==> src/rtl/seq_det_pkg.sv <==
// Shared constants for the serial sequence detector.
//   DEF_PAT_W   : default pattern length in bits
//   DEF_CNT_W   : default match counter width in bits
//   RST_PATTERN : pattern loaded at reset (all zeros with LSB set), widest legal size;
//                 users take the low PAT_W bits.
package seq_det_pkg;

    localparam int DEF_PAT_W = 4;
    localparam int DEF_CNT_W = 8;

    localparam logic [15:0] RST_PATTERN = 16'h0001;

endpackage

==> src/rtl/seq_detector_sat_counter.sv <==
// Saturating event counter with synchronous clear.
//   clk   : rising-edge clock
//   rstn  : synchronous active-low reset
//   inc   : count one event this cycle
//   clr   : clear the count; wins over inc
//   count : current count, sticks at all-ones
//   sat   : high while count is all-ones
module sat_counter #(
    parameter int CNT_W = 8
) (
    input  logic             clk,
    input  logic             rstn,
    input  logic             inc,
    input  logic             clr,
    output logic [CNT_W-1:0] count,
    output logic             sat
);

    assign sat = &count;

    always_ff @(posedge clk) begin
        if (!rstn) begin
            count <= '0;
        end else if (clr) begin
            count <= '0;
        end else if (inc && !sat) begin
            count <= count + CNT_W'(1);
        end
    end

endmodule

==> src/rtl/seq_detector.sv <==
// Serial bit-pattern detector with overlapping / non-overlapping modes.
//   clk         : rising-edge clock
//   rstn        : synchronous active-low reset
//   in_valid    : qualifies in_bit for this cycle
//   in_bit      : serial data bit
//   cfg_load    : load pattern/mode and flush history (drops any bit this cycle)
//   cfg_pattern : target sequence, MSB is the first bit received
//   cfg_overlap : 1 = overlapping detection, 0 = non-overlapping
//   cnt_clr     : clear the match counter
//   match       : one-cycle pulse in the cycle after a matching bit is accepted
//   match_cnt   : saturating count of matches
//   cnt_sat     : high while match_cnt is all-ones
//   fill        : number of valid history bits (0..PAT_W)
module seq_detector
    import seq_det_pkg::*;
#(
    parameter int PAT_W = DEF_PAT_W,
    parameter int CNT_W = DEF_CNT_W,
    localparam int FW = $clog2(PAT_W + 1)
) (
    input  logic             clk,
    input  logic             rstn,
    input  logic             in_valid,
    input  logic             in_bit,
    input  logic             cfg_load,
    input  logic [PAT_W-1:0] cfg_pattern,
    input  logic             cfg_overlap,
    input  logic             cnt_clr,
    output logic             match,
    output logic [CNT_W-1:0] match_cnt,
    output logic             cnt_sat,
    output logic [FW-1:0]    fill
);

    localparam logic [FW-1:0] FULL = FW'(PAT_W);

    logic [PAT_W-1:0] pat_r;
    logic             ovl_r;
    logic [PAT_W-1:0] hist;

    logic             accept;
    logic [PAT_W-1:0] hist_next;
    logic [FW-1:0]    fill_next;
    logic             hit;

    // A configuration load takes the cycle; any bit presented with it is dropped.
    assign accept    = in_valid && !cfg_load;
    assign hist_next = {hist[PAT_W-2:0], in_bit};
    assign fill_next = (fill == FULL) ? FULL : fill + FW'(1);
    assign hit       = accept && (fill_next == FULL) && (hist_next == pat_r);

    always_ff @(posedge clk) begin
        if (!rstn) begin
            match <= 1'b0;
            fill  <= '0;
            hist  <= '0;
            pat_r <= RST_PATTERN[PAT_W-1:0];
            ovl_r <= 1'b1;
        end else begin
            match <= hit;
            if (cfg_load) begin
                pat_r <= cfg_pattern;
                ovl_r <= cfg_overlap;
                fill  <= '0;
            end else if (accept) begin
                hist <= hist_next;
                // Non-overlapping mode restarts from an empty history after a match;
                // overlapping mode keeps it so a suffix can begin the next match.
                fill <= (hit && !ovl_r) ? '0 : fill_next;
            end
        end
    end

    sat_counter #(
        .CNT_W(CNT_W)
    ) u_cnt (
        .clk  (clk),
        .rstn (rstn),
        .inc  (hit),
        .clr  (cnt_clr),
        .count(match_cnt),
        .sat  (cnt_sat)
    );

endmodule

==> config.mk <==
export PLATFORM = sky130hd
export DESIGN_NAME = seq_detector
export DESIGN_NICKNAME = d
export VERILOG_FILES = /design/src/rtl/seq_det_pkg.sv /design/src/rtl/seq_detector_sat_counter.sv /design/src/rtl/seq_detector.sv
export SDC_FILE = /design/constraint.sdc
export NUM_CORES = 1
export LEC_CHECK = 0
export ABC_CLOCK_PERIOD_IN_PS = 5900
export CORE_MARGIN = 4
export CORE_UTILIZATION = 51
export DETAILED_ROUTE_END_ITERATION = 16
export GPL_ROUTABILITY_DRIVEN = 1
export PLACE_DENSITY = 0.82
export RECOVER_POWER = 100
export SLEW_MARGIN = 15
export SYNTH_ARGS = -nofsm -noshare
export SYNTH_HDL_FRONTEND = slang
export SYNTH_SLANG_ARGS = --single-unit
==> constraint.sdc <==
create_clock -name clk -period 5.9 [get_ports clk]
set_input_delay 0.59 -clock clk [delete_from_list [all_inputs] [get_ports clk]]
set_output_delay 0.59 -clock clk [all_outputs]
set_load 0.005 [all_outputs]
==> flow_metrics.env <==
export IMPL_fin_crit_ps=2710
export IMPL_drt_iter0_drc=16
export IMPL_hp_class="reg -> reg"
export IMPL_ys_seq_area_share_pct=40.3
export IMPL_final_area_mm2=0.00127
export IMPL_final_cells=155
export IMPL_critPathMaxFanout=9
export IMPL_placedInstanceArea_mm2=0.00122
export IMPL_power_density_mw_per_mm2=220
export IMPL_max_freq_ghz=0.369
export IMPL_io_buffers=23
export IMPL_finalSetupViolCount=0
export IMPL_rr_worst_depth=7
export IMPL_viasPerCell=5.53
export IMPL_drv_cap=0
export IMPL_synth_seq_cells=20
export IMPL_cts_sinks=20
export IMPL_crit_path_end_kind="output port"
export IMPL_gp_congestion=0.798
export IMPL_worstSetupPathType="reg -> out"
export IMPL_fin_util_pct=71.0
export IMPL_grt_max_degree=16
export IMPL_cts_resized_gates=0
export IMPL_initial_core_util_pct=55.7
export IMPL_drc=0
export IMPL_numCtsBuffers=3
export IMPL_floorplan_die_height_um=52.1
export IMPL_setup_tns_ps=0
export IMPL_dieArea_mm2=0.00272
export IMPL_dp_hpwl_um=1500
export IMPL_wl_per_cell_um=13.1
export IMPL_critPathTopFamily="buffers and inverters"
export IMPL_slowest_delay_ps=640
export IMPL_antenna_found_initial=0
export IMPL_ys_types=34
export IMPL_hold_slack_ps=496
export IMPL_syn_area_um2=993
export IMPL_regToRegEndpoint="u_cnt.count[6]"
export IMPL_area_growth_pct=27.5
export IMPL_path_depth=5
export IMPL_hold_viol_final=0
export IMPL_vdd_drop_max_v=0.000148
export IMPL_worst_pin_slew_ps=557
export IMPL_endpoint="cnt_sat"
export IMPL_finalClockSkew_ps=10.2
export IMPL_nFillCells=146
export IMPL_drv_slew=0
export IMPL_rr_startpoint="fill[0]"
export IMPL_cp_slowest_cell="dlygate4sd3_1"
export IMPL_drive_above_1_share_pct=3.08
export IMPL_relSlewSlack_pct=62.5
export IMPL_core_area_mm2=0.00178
export IMPL_hold_buffers=0
export IMPL_pin_count=24
export IMPL_arrival_ps=2120
export IMPL_htree_levels=1
export IMPL_rsz0062_at_grt="false"
export IMPL_cts_root_buf="clkbuf_4"
export IMPL_start_kind="flop"
export IMPL_status="completed"
export IMPL_crit_start="u_cnt.count[0]"
export IMPL_clk_latency_ps=310
export IMPL_min_period_over_period_pct=46.0
export IMPL_diodes=0
export IMPL_grt_util_all_layers_pct=16.4
export IMPL_dp_cells=151
export IMPL_ff2ff_setup_slack_ps=3500
export IMPL_path_clk_slew_ps=120
export IMPL_worstPathRequired_ps=5310
export IMPL_crit_chain="ha_1 > and3_1 > nand3_1 > clkinv_1 > dlygate4sd3_1"
export IMPL_syn_avg_cell_area_um2=9.20
export IMPL_clock_path_buffers=2
export IMPL_rows=15
export IMPL_finalPower_uw=279
export IMPL_postCtsSetupRepairBufs=0
export IMPL_crit_buf_inv=2
export IMPL_cts_tree="yes"
export IMPL_wirelength_um=2030
export IMPL_setup_slack_ps=3190
export IMPL_fin_nets=145
export IMPL_dr_pass1_iters=4
export IMPL_dp_slack_ps=3200
export IMPL_vias=857
export IMPL_grt_pass1_vias=775
export IMPL_yosysWarnings=0
export IMPL_die_w_um=52.1
export IMPL_syn_instance_count=108
export IMPL_grt_pass1_wl_um=3400
export IMPL_grt_ovfl_total=0
export IMPL_power_leakage_nw=0.511
export IMPL_postRouteAntennaNets=0
export IMPL_synth_nets=122
placed cells by master (no fill, tap or decap), drive strengths merged, types with 2 or more instances in the layout:
| cell | Yosys | layout |
|---|---|---|
| dfxtp | 20 | 20 |
| o21ai | 4 | 4 |
| dlygate4sd3 | 0 | 14 |
| or3 | 4 | 4 |
| clkbuf | 1 | 3 |
| a21oi | 7 | 7 |
| clkdlybuf4s50 | 0 | 9 |
| nand4 | 2 | 2 |
| xnor2 | 4 | 4 |
| mux2i | 9 | 9 |
| and3 | 3 | 3 |
| inv | 4 | 4 |
| ha | 3 | 3 |
| or4 | 4 | 4 |
| o211ai | 2 | 2 |
| nand2 | 8 | 8 |
| nand3 | 4 | 4 |
| nand2b | 2 | 2 |
| nor2b | 9 | 9 |
| o31ai | 3 | 3 |
power breakdown:
part           switching (mW)  total (mW)  internal, mW
combinational          0.0108      0.0248        0.0140
clock                  0.0450       0.114        0.0687
sequential            0.00221       0.140         0.138
total                  0.0581       0.279         0.221
final cells by class:
| type | instances | area [um^2] | share of cell area [%] |
|---|---|---|---|
| multi-input cells | 78 | 533 | 42.1 |
| clock buffers | 3 | 22.5 | 1.78 |
| well taps | 25 | 31.3 | 2.47 |
| inverters | 5 | 18.8 | 1.48 |
| repair buffers | 23 | 230 | 18.2 |
| flip-flops and latches | 20 | 400 | 31.6 |
| clock inverters | 1 | 30.0 | 2.37 |
cell usage after synthesis:
library cell	n	area (um^2)
dfxtp_1	20	400
mux2i_1	9	90.1
nor2b_1	9	56.3
nand2_1	8	30.0
a21oi_1	7	35.0
inv_1	4	15.0
nand3_1	4	20.0
o21ai_0	4	20.0
or4_1	4	30.0
xnor2_1	4	35.0
and3_1	3	18.8
ha_1	3	37.5
o31ai_1	3	22.5
or3_1	3	18.8
nand2b_1	2	12.5
nand4_1	2	12.5
o211ai_1	2	15.0
a21o_1	1	7.51
a31oi_1	1	6.26
and2_1	1	6.26
and4b_1	1	10.0
buf_1	1	3.75
buf_2	1	5.00
buf_4	1	7.51
buf_6	1	11.3
clkbuf_1	1	3.75
clkinv_1	1	3.75
nand3b_1	1	7.51
nor2_1	1	3.75
nor3b_2	1	12.5
nor4_1	1	6.26
o311ai_0	1	8.76
o41ai_1	1	8.76
or3_4	1	11.3
routing by layer:
metal  up-vias  GRT usage, %  part of all wire [%]
met5         -             0                     0
met3         3          3.44                   4.2
met4         0          5.96                  0.98
li1        435             -                     -
met2        18          29.3                    49
met1       401          19.0                    46
state kept, by name, indices dropped and copies added, names as in the netlist:
signal / flops
fill: 3
hist: 3
match: 1
ovl_r: 1
pat_r: 4
u_cnt.count: 8
worst register-to-register path: stages (launching register included):
cell	delay, ps
dfxtp_1	420
inv_1	80
ha_1	310
nor3b_1	260
nand4_1	120
or3_1	500
or4_1	520
a21oi_1	140
worst min-delay path by stage:
stage | to | cells past startpoint | slack, ps | startpoint
final | u_cnt.count[6] | 2 | 500 | u_cnt.count[6]
after global routing | u_cnt.count[6] | 2 | 530 | u_cnt.count[6]
after CTS | u_cnt.count[6] | 2 | 500 | u_cnt.count[6]
after detailed placement | pat_r[0] | 2 | 480 | pat_r[0]
after global placement | fill[2] | 2 | 470 | ovl_r
after floorplan | fill[2] | 2 | 440 | ovl_r
cell families (layout without fill, tap and decap cells):
| group | after synthesis | count (layout) | synth area share (%) |
|---|---|---|---|
| AOI/OAI and AO/OA | 20 | 20 | 12.5 |
| xor gates and xnor gates | 4 | 4 | 3.53 |
| adders and majority gates | 3 | 3 | 3.78 |
| buffers and inverters | 10 | 32 | 5.04 |
| DFF | 20 | 20 | 40.3 |
| muxes | 9 | 9 | 9.07 |
| and+or+nand+nor | 42 | 42 | 25.8 |
No activity file was read; power rests on OpenSTA's default activity.
